===== src/rtl/chebyshev_clenshaw_eval_if.sv =====
// Sample-in / result-out stream bundle for the Clenshaw evaluator.
// The DUT uses the slave side; the source/sink of samples uses the master side.
interface chebyshev_clenshaw_eval_if #(
  parameter int WORD_LENGTH = 16,
  parameter int ORDER       = 8
);
  localparam int AW = $clog2(ORDER + 1);

  logic                          in_valid;
  logic                          in_ready;
  logic signed [WORD_LENGTH-1:0] data_in;
  logic        [AW-1:0]          order_sel;
  logic                          out_valid;
  logic                          out_ready;
  logic signed [WORD_LENGTH-1:0] data_out;
  logic                          sat;

  modport slave (
    input  in_valid, data_in, order_sel, out_ready,
    output in_ready, out_valid, data_out, sat
  );

  modport master (
    output in_valid, data_in, order_sel, out_ready,
    input  in_ready, out_valid, data_out, sat
  );
endinterface


===== src/rtl/chebyshev_clenshaw_eval.sv =====
// Chebyshev series f(x)=sum c_k*T_k(x) via Clenshaw, one MAC per cycle; result n+1 cycles after accept.
// One sample in flight: in_ready only in IDLE, result held until out_ready; coefficient writes dropped while busy.
module chebyshev_clenshaw_eval #(
  parameter  int WORD_LENGTH  = 16,
  parameter  int COEFF_LENGTH = 16,
  parameter  int FRAC_BITS    = 14,
  parameter  int ACC_LENGTH   = 24,
  parameter  int ORDER        = 8,
  localparam int AW           = $clog2(ORDER + 1)
) (
  input  logic                           clock,
  input  logic                           reset,
  input  logic                           coeff_we,
  input  logic        [AW-1:0]           coeff_addr,
  input  logic signed [COEFF_LENGTH-1:0] coeff_wdata,
  chebyshev_clenshaw_eval_if.slave       io,
  output logic                           busy
);
  localparam int PW = WORD_LENGTH + ACC_LENGTH + 1;
  localparam int SW = PW + 2;

  localparam logic signed [SW-1:0] ACC_MAX = {{(SW-ACC_LENGTH+1){1'b0}}, {(ACC_LENGTH-1){1'b1}}};
  localparam logic signed [SW-1:0] ACC_MIN = {{(SW-ACC_LENGTH+1){1'b1}}, {(ACC_LENGTH-1){1'b0}}};
  localparam logic signed [SW-1:0] WRD_MAX = {{(SW-WORD_LENGTH+1){1'b0}}, {(WORD_LENGTH-1){1'b1}}};
  localparam logic signed [SW-1:0] WRD_MIN = {{(SW-WORD_LENGTH+1){1'b1}}, {(WORD_LENGTH-1){1'b0}}};

  typedef enum logic [1:0] {IDLE, ITER, FINAL, DONE} state_t;

  state_t state, state_nxt;

  logic signed [COEFF_LENGTH-1:0] coeff [ORDER+1];
  logic signed [WORD_LENGTH-1:0]  x_q;
  logic        [AW-1:0]           k_q;
  logic signed [ACC_LENGTH-1:0]   b1_q, b2_q;
  logic                           sat_flag;
  logic signed [WORD_LENGTH-1:0]  y_q;
  logic                           sat_q;

  logic                           accept;
  logic        [AW-1:0]           n_sel;
  logic signed [PW-1:0]           x_ext, b1_ext, prod, term, shifted;
  logic signed [SW-1:0]           ck_w, sh_w, b2_w, sum;
  logic                           acc_hi, acc_lo, wrd_hi, wrd_lo;
  logic signed [ACC_LENGTH-1:0]   b_new;
  logic signed [WORD_LENGTH-1:0]  y_sat;
  logic signed [COEFF_LENGTH-1:0] ck;

  assign accept       = io.in_valid && (state == IDLE);
  assign n_sel        = (io.order_sel > AW'(ORDER)) ? AW'(ORDER) : io.order_sel;
  assign io.in_ready  = (state == IDLE);
  assign io.out_valid = (state == DONE);
  assign io.data_out  = y_q;
  assign io.sat       = sat_q;
  assign busy         = (state != IDLE);

  always_ff @(posedge clock) begin
    if (reset) state <= IDLE;
    else       state <= state_nxt;
  end

  always_comb begin
    state_nxt = state;
    case (state)
      IDLE:    if (accept) state_nxt = (n_sel == '0) ? FINAL : ITER;
      ITER:    if (k_q == AW'(1)) state_nxt = FINAL;
      FINAL:   state_nxt = DONE;
      DONE:    if (io.out_ready) state_nxt = IDLE;
      default: state_nxt = IDLE;
    endcase
  end

  // Shared datapath: ITER uses 2*x*b1 with c_k, FINAL uses x*b1 with c_0 (k has reached 0).
  always_comb begin
    ck      = coeff[k_q];
    x_ext   = {{(PW-WORD_LENGTH){x_q[WORD_LENGTH-1]}}, x_q};
    b1_ext  = {{(PW-ACC_LENGTH){b1_q[ACC_LENGTH-1]}}, b1_q};
    prod    = x_ext * b1_ext;
    term    = (state == ITER) ? (prod <<< 1) : prod;
    shifted = term >>> FRAC_BITS;
    ck_w    = {{(SW-COEFF_LENGTH){ck[COEFF_LENGTH-1]}}, ck};
    sh_w    = {{(SW-PW){shifted[PW-1]}}, shifted};
    b2_w    = {{(SW-ACC_LENGTH){b2_q[ACC_LENGTH-1]}}, b2_q};
    sum     = ck_w + sh_w - b2_w;
    acc_hi  = (sum > ACC_MAX);
    acc_lo  = (sum < ACC_MIN);
    wrd_hi  = (sum > WRD_MAX);
    wrd_lo  = (sum < WRD_MIN);
    b_new   = acc_hi ? {1'b0, {(ACC_LENGTH-1){1'b1}}} :
              acc_lo ? {1'b1, {(ACC_LENGTH-1){1'b0}}} : sum[ACC_LENGTH-1:0];
    y_sat   = wrd_hi ? {1'b0, {(WORD_LENGTH-1){1'b1}}} :
              wrd_lo ? {1'b1, {(WORD_LENGTH-1){1'b0}}} : sum[WORD_LENGTH-1:0];
  end

  always_ff @(posedge clock) begin
    if (reset) begin
      x_q      <= '0;
      k_q      <= '0;
      b1_q     <= '0;
      b2_q     <= '0;
      sat_flag <= 1'b0;
      y_q      <= '0;
      sat_q    <= 1'b0;
    end else begin
      case (state)
        IDLE: if (accept) begin
          x_q      <= io.data_in;
          k_q      <= n_sel;
          b1_q     <= '0;
          b2_q     <= '0;
          sat_flag <= 1'b0;
        end
        ITER: begin
          b2_q <= b1_q;
          b1_q <= b_new;
          k_q  <= k_q - AW'(1);
          if (acc_hi || acc_lo) sat_flag <= 1'b1;
        end
        FINAL: begin
          y_q   <= y_sat;
          sat_q <= sat_flag | wrd_hi | wrd_lo;
        end
        default: ;
      endcase
    end
  end

  // Coefficients are frozen for the whole evaluation and held result.
  always_ff @(posedge clock) begin
    if (reset) begin
      for (int i = 0; i <= ORDER; i++) coeff[i] <= '0;
    end else if (coeff_we && !busy && (coeff_addr <= AW'(ORDER))) begin
      coeff[coeff_addr] <= coeff_wdata;
    end
  end
endmodule

===== src/flat_wrapper.sv =====
// flat-port wrapper written by rule: the top's interface ports become plain ports
module chebyshev_clenshaw_eval_flat 
#(
  parameter  int WORD_LENGTH  = 16,
  parameter  int COEFF_LENGTH = 16,
  parameter  int FRAC_BITS    = 14,
  parameter  int ACC_LENGTH   = 24,
  parameter  int ORDER        = 8,
  localparam int AW           = $clog2(ORDER + 1)
)
  (clock, reset, coeff_we, coeff_addr, coeff_wdata, busy, io_in_valid, io_data_in, io_order_sel, io_out_ready, io_in_ready, io_out_valid, io_data_out, io_sat);
  chebyshev_clenshaw_eval_if #(.WORD_LENGTH(WORD_LENGTH), .ORDER(ORDER)) io_i ();
  input  logic clock;
  input  logic reset;
  input  logic coeff_we;
  input  logic        [AW-1:0] coeff_addr;
  input  logic signed [COEFF_LENGTH-1:0] coeff_wdata;
  output logic busy;
  input wire logic [$bits(io_i.in_valid)-1:0] io_in_valid;
  input wire logic [$bits(io_i.data_in)-1:0] io_data_in;
  input wire logic [$bits(io_i.order_sel)-1:0] io_order_sel;
  input wire logic [$bits(io_i.out_ready)-1:0] io_out_ready;
  output wire logic [$bits(io_i.in_ready)-1:0] io_in_ready;
  output wire logic [$bits(io_i.out_valid)-1:0] io_out_valid;
  output wire logic [$bits(io_i.data_out)-1:0] io_data_out;
  output wire logic [$bits(io_i.sat)-1:0] io_sat;
  assign io_i.in_valid = io_in_valid;
  assign io_i.data_in = io_data_in;
  assign io_i.order_sel = io_order_sel;
  assign io_i.out_ready = io_out_ready;
  assign io_in_ready = io_i.in_ready;
  assign io_out_valid = io_i.out_valid;
  assign io_data_out = io_i.data_out;
  assign io_sat = io_i.sat;
  chebyshev_clenshaw_eval #(.WORD_LENGTH(WORD_LENGTH), .COEFF_LENGTH(COEFF_LENGTH), .FRAC_BITS(FRAC_BITS), .ACC_LENGTH(ACC_LENGTH), .ORDER(ORDER)) u_core (.clock(clock), .reset(reset), .coeff_we(coeff_we), .coeff_addr(coeff_addr), .coeff_wdata(coeff_wdata), .io(io_i), .busy(busy));
endmodule

===== config.mk =====
export PLATFORM = sky130hd
export DESIGN_NAME = chebyshev_clenshaw_eval_flat
export DESIGN_NICKNAME = d
export VERILOG_FILES = /design/src/rtl/chebyshev_clenshaw_eval_if.sv /design/src/rtl/chebyshev_clenshaw_eval.sv /design/src/flat_wrapper.sv
export SDC_FILE = /design/constraint.sdc
export NUM_CORES = 2
export LEC_CHECK = 0
export CORE_MARGIN = 5
export CORE_UTILIZATION = 56
export DETAILED_ROUTE_END_ITERATION = 12
export GPL_TIMING_DRIVEN = 0
export PLACE_DENSITY = 0.76
export SLEW_MARGIN = 20
export SYNTH_ARGS = -nofsm -noshare
export SYNTH_HDL_FRONTEND = slang
export SYNTH_SLANG_ARGS = --single-unit

===== constraint.sdc =====
create_clock -name clock -period 10.4 [get_ports clock]
set_input_delay 1.56 -clock clock [delete_from_list [all_inputs] [get_ports clock]]
set_output_delay 1.56 -clock clock [all_outputs]
set_load 0.02 [all_outputs]

==> summary.md <==
| Metric | Value |
|---|---|
| GRT Util Overall | 0.276 |
| Tightest Pin Transition | 1.23 ns |
| Mux contribution to synthesized area | 0.0613 |
| Clock tree from TritonCTS | built |
| Number of rows in the core area | 85 |
| Placed Cells | between 3k and 4k |
| Total wire length after detailed routing | 81.2 mm |
| RR Endpoint | u_core.io.data_out[5]$_SDFFE_PP0P_ |
| Fraction of the mapped netlist area in adder cells | 0.316 |
| Area share of xor/xnor cells in the synthesized design | 0.0141 |
| Aggregate global routing overflow | 0 |
| Met2 wire len | ~41 mm |
| Via count of the first global-routing pass | 23.3k |
| Highest clock frequency the design can meet | 96.8 MHz |
| Slowest cell on the critical path | sky130_fd_sc_hd__fa_1 |
| Largest net degree at the start of global routing | 17 |
| Antenna cells | 0 |
| Fin Clk Skew | 0.0193 ns |
| Final Non-Filler Cells | about 3.8k |
| Post-synthesis simple-gate area fraction | 0.144 |
| Met3 Routed Length | 5.68 mm |
| Setup repair after global routing missed its margin | true |
| Latest clock arrival within the worst-skew pair | 0.57 ns |
| Post-Route M1 WL | between 30 and 40 mm |
| Yosys top cell by area | sky130_fd_sc_hd__fa_1 |
| Setup TNS | 0 ns |
| Syn avg cell area | 10.6 µm² |
| Clock tree root buffer cell | sky130_fd_sc_hd__clkbuf_16 |
| Post-DRT Antenna Nets | 0 |
| Worst-path clk slew | roughly 0.060 ns |
| Placed instance area | 0.0325 mm² |
| Remaining routing DRC violations | 0 |
| DPL Wire Length | 63.1 mm |
| Compound-cell area share of the yosys netlist | 0.0720 |
| Final #Nets | around 3.7k |
| Post-route minimum period | 10.33 ns |
| Synth warnings | 0 |
| Worst relative slew slack | 0.175 |
| Share of the synthesized area in the top cell type | 0.262 |
| Critical Path Start | u_core.x_q[7]$_SDFFE_PP0P_ |
| Total standard cell area after synthesis | 0.0305 mm² |
| Register-to-Register Setup Slack | 0.07 ns |
| Highest layer used for signal routing | met4 |
| Die outline height | between 200 and 250 µm |
| Clock buffer count from CTS | 37 |
| Area Overhead vs Synth | 14.1% |
| Power density over the cells | around 320 mW/mm² |
| Final hold violation count | 0 |
| MaxCap Viol Count | 0 |
| Critical path class | flip-flop to flip-flop |
| Die W | roughly 240 µm |
| Fraction of the yosys area taken by sequential cells | 0.312 |
| Post-route cell area | 0.0348 mm² |
| Endpoint required time on the critical path | around 11 ns |
| Global-route wire length before repair | 128 mm |
| Leakage power figure | about 0.015 µW |
| Launch point of the worst reg-to-reg path | u_core.x_q[7]$_SDFFE_PP0P_ |
| Detailed-route wire length per cell | 21.2 µm |
| Seq cells post-synth | around 350 |
| Stage delay of the slowest cell on the critical path | ~0.62 ns |
| Number of top-level design ports | 65 |
| Kind of capture point of the worst setup path | flip-flop |
| Core Util, Final | 0.646 |
| Floorplan core area | 0.0539 mm² |
| Initial Utilization | 0.566 |
| Worst hold-check path type | flip-flop to flip-flop |
| Worst supply voltage drop on vdd | between 0.3 and 0.4 mV |
| Depth of the worst hold-timing path | 2 |
| Outcome | completed |
| Ratio of cells with drive above 1 in the final layout | 0.126 |
| Routed via count divided by cell count | 5.68 |
| Beginning of the worst hold path | u_core.io.data_out[7]$_SDFFE_PP0P_ |
| Number of instances in the synthesized netlist | 2,872 |
| Number of unique standard cell types used by synthesis | 78 |
| Die Outline Area | 0.0593 mm² |
| Total number of vias | 21.8k |
| Htree depth | 2 |
| Largest family of logic cells by synthesized area | adder cells |
| Critical path peak fanout | 7 |
| Gp weighted congestion | approximately 1.0 |
| Clock sink count | 348 |
| Startpoint Class | flip-flop |
| Top FF cell, synth | sky130_fd_sc_hd__edfxtp_1 |
| Count of flip-flops with a built-in enable after synthesis | roughly 260 |
| Count of hold buffers inserted by post-cts repair | 0 |
| Cell types with the largest area share after synthesis | sky130_fd_sc_hd__fa_1 (26%), sky130_fd_sc_hd__edfxtp_1 (25%), sky130_fd_sc_hd__and2_1 (6.3%) |
| Ratio of final minimum period to clock period | 0.994 |
| Number of antenna violations at the first check in global routing | 0 |
| Number of input and output port buffers inserted | 63 |
| Register-to-Register Path Depth | 36 |
| Max Transition Viols Final | 0 |
| Cell repeated most along the worst path | sky130_fd_sc_hd__fa_1 |
| Number of design-rule violations left by the first detailed-router iteration | 1,989 |
| Bufs on Longest Clock Path | 3 |
| Setup violation total in the final timing report | 0 |
| Proportion of register bits with asynchronous set or reset after synthesis | 0 |
| Arrival time of the worst setup path | 10.76 ns |
| Worst Hold Path EP | u_core.io.data_out[7]$_SDFFE_PP0P_ |
| First-pass DRT Iterations | 5 |
[metrics by stage]
stage | power, µW | hold WS, ns | setup WS (ns)
3_5_place_dp | 9200 | 0.484 | -1.91
5_1_grt | 12100 | 0.520 | -0.107
4_1_cts | 10800 | 0.493 | -0.00160
3_3_place_gp | 9030 | 0.469 | -1.71
6_report | 11300 | 0.488 | 0.0656
2_1_floorplan | 7180 | 0.440 | 0.156
[worst max path at each step]
stage,to,slack [ns],depth (start not counted)
2_1_floorplan,u_core.io.data_out[0]$_SDFFE_PP0P_,0.16,36
3_3_place_gp,u_core.io.data_out[5]$_SDFFE_PP0P_,-1.71,37
3_5_place_dp,u_core.io.data_out[14]$_SDFFE_PP0P_,-1.91,37
4_1_cts,u_core.b1_q[20]$_SDFFE_PP0P_,-0.002,35
5_1_grt,u_core.io.data_out[2]$_SDFFE_PP0P_,-0.11,38
6_report,u_core.io.data_out[5]$_SDFFE_PP0P_,0.07,36
[Yosys cell counts (4+ instances only)]
| master | number |
|---|---|
| sky130_fd_sc_hd__o2111ai_1 | 6 |
| sky130_fd_sc_hd__mux4_2 | 80 |
| sky130_fd_sc_hd__a21oi_1 | 83 |
| sky130_fd_sc_hd__ha_1 | 130 |
| sky130_fd_sc_hd__inv_1 | 493 |
| sky130_fd_sc_hd__xnor2_1 | 34 |
| sky130_fd_sc_hd__nand2_1 | 339 |
| sky130_fd_sc_hd__nand4_1 | 10 |
| sky130_fd_sc_hd__a221oi_1 | 6 |
| sky130_fd_sc_hd__o21bai_1 | 6 |
| sky130_fd_sc_hd__a22oi_1 | 27 |
| sky130_fd_sc_hd__nand2b_1 | 21 |
| sky130_fd_sc_hd__and3_1 | 8 |
| sky130_fd_sc_hd__nor3_1 | 22 |
| sky130_fd_sc_hd__dfxtp_1 | 92 |
| sky130_fd_sc_hd__nand3_1 | 16 |
| sky130_fd_sc_hd__a221o_1 | 7 |
| sky130_fd_sc_hd__clkbuf_1 | 139 |
| sky130_fd_sc_hd__o211ai_1 | 7 |
| sky130_fd_sc_hd__fa_1 | 400 |
| sky130_fd_sc_hd__o21a_1 | 12 |
| sky130_fd_sc_hd__or3_1 | 6 |
| sky130_fd_sc_hd__a211oi_1 | 21 |
| sky130_fd_sc_hd__nor2b_1 | 12 |
| sky130_fd_sc_hd__or2_2 | 16 |
| sky130_fd_sc_hd__a21boi_0 | 4 |
| sky130_fd_sc_hd__a21o_1 | 19 |
| sky130_fd_sc_hd__o221ai_1 | 5 |
| sky130_fd_sc_hd__buf_1 | 10 |
| sky130_fd_sc_hd__o21ai_0 | 46 |
| sky130_fd_sc_hd__and2_1 | 307 |
| sky130_fd_sc_hd__o311ai_0 | 4 |
| sky130_fd_sc_hd__mux2i_1 | 6 |
| sky130_fd_sc_hd__xor2_1 | 15 |
| sky130_fd_sc_hd__a211oi_2 | 10 |
| sky130_fd_sc_hd__edfxtp_1 | 256 |
| sky130_fd_sc_hd__nor2_1 | 114 |
| sky130_fd_sc_hd__a31oi_1 | 29 |
[where the power goes]
| group | internal [µW] | switching (µW) |
|---|---|---|
| Clock | 720 | 584 |
| Combinational | 3200 | 5010 |
| Sequential | 1640 | 142 |
| Total | 5560 | 5740 |
[critical path: cells and delay by family, from the launching register on]
| family | cells | cell delay [ns] |
|---|---|---|
| simple gates | 5 | 1.39 |
| fa+ha+maj | 9 | 4.19 |
| compound gates | 15 | 3.56 |
| flops | 1 | 0.43 |
| buf+inv | 7 | 0.62 |
[metal layers]
layer  track usage  vias to the layer above
met5             0                        -
met4         0.109                        0
met3        0.0443                      224
met2         0.481                      899
met1         0.349                    10998
li1              -                     9645
[what timing repair did]
item,CTS,global route
pin swaps,14,51
gates cloned,1,0
resized for setup,209,120
setup endpoints to repair,42,40
setup buffers,12,36
[state kept, by name, indices dropped and copies added (netlist names), named ones only]
register,flops
u_core.x_q,16
u_core.b1_q,24
u_core.coeff,256
u_core.b2_q,24
u_core.state,2
u_core.sat_flag,1
u_core.io.sat,1
u_core.k_q,4
u_core.io.data_out,16
[cells in the final DEF, fill, tap and decap left out, types with 10 or more instances in the layout]
cell type / n
sky130_fd_sc_hd__inv_1: 491
sky130_fd_sc_hd__fa_1: 394
sky130_fd_sc_hd__nand2_1: 335
sky130_fd_sc_hd__and2_1: 306
sky130_fd_sc_hd__edfxtp_1: 256
sky130_fd_sc_hd__ha_1: 117
sky130_fd_sc_hd__nor2_1: 112
sky130_fd_sc_hd__conb_1: 112
sky130_fd_sc_hd__mux4_2: 80
sky130_fd_sc_hd__a21oi_1: 75
sky130_fd_sc_hd__clkdlybuf4s50_1: 63
sky130_fd_sc_hd__clkbuf_1: 58
sky130_fd_sc_hd__buf_4: 56
sky130_fd_sc_hd__dfxtp_1: 53
sky130_fd_sc_hd__clkbuf_16: 41
sky130_fd_sc_hd__o21ai_0: 40
sky130_fd_sc_hd__xnor2_1: 33
sky130_fd_sc_hd__a22oi_1: 27
sky130_fd_sc_hd__a31oi_1: 26
sky130_fd_sc_hd__dfxtp_4: 24
sky130_fd_sc_hd__nand2b_1: 21
sky130_fd_sc_hd__nor3_1: 21
sky130_fd_sc_hd__a21o_1: 19
sky130_fd_sc_hd__a211oi_1: 18
sky130_fd_sc_hd__clkbuf_8: 16
sky130_fd_sc_hd__or2_2: 16
sky130_fd_sc_hd__nand3_1: 15
sky130_fd_sc_hd__xor2_1: 15
sky130_fd_sc_hd__dfxtp_2: 15
sky130_fd_sc_hd__clkbuf_4: 13
sky130_fd_sc_hd__o21a_1: 12
sky130_fd_sc_hd__clkbuf_2: 11
sky130_fd_sc_hd__nor2b_1: 11
sky130_fd_sc_hd__a211oi_2: 11
sky130_fd_sc_hd__nand4_1: 10
[cells by family after synthesis]
kind of cell	Yosys count
AOI/OAI and AO/OA	321
xor gates and xnor gates	49
muxes	87
adders and majority gates	530
and+or+nand+nor	888
buffers and inverters	648
DFF	348
other	1
[final cells by class]
| type | count | area, µm² |
|---|---|---|
| Tap cell | 696 | 871 |
| Fill cell | 4199 | 19100 |
| Buffer | 126 | 843 |
| Timing Repair Buffer | 113 | 1060 |
| Multi-Input combinational cell | 1987 | 19400 |
| Clock inverter | 23 | 156 |
| Clock buffer | 44 | 1040 |
| Sequential cell | 348 | 9640 |
| Inverter | 494 | 1860 |
(Power assumes the default switching activity.)
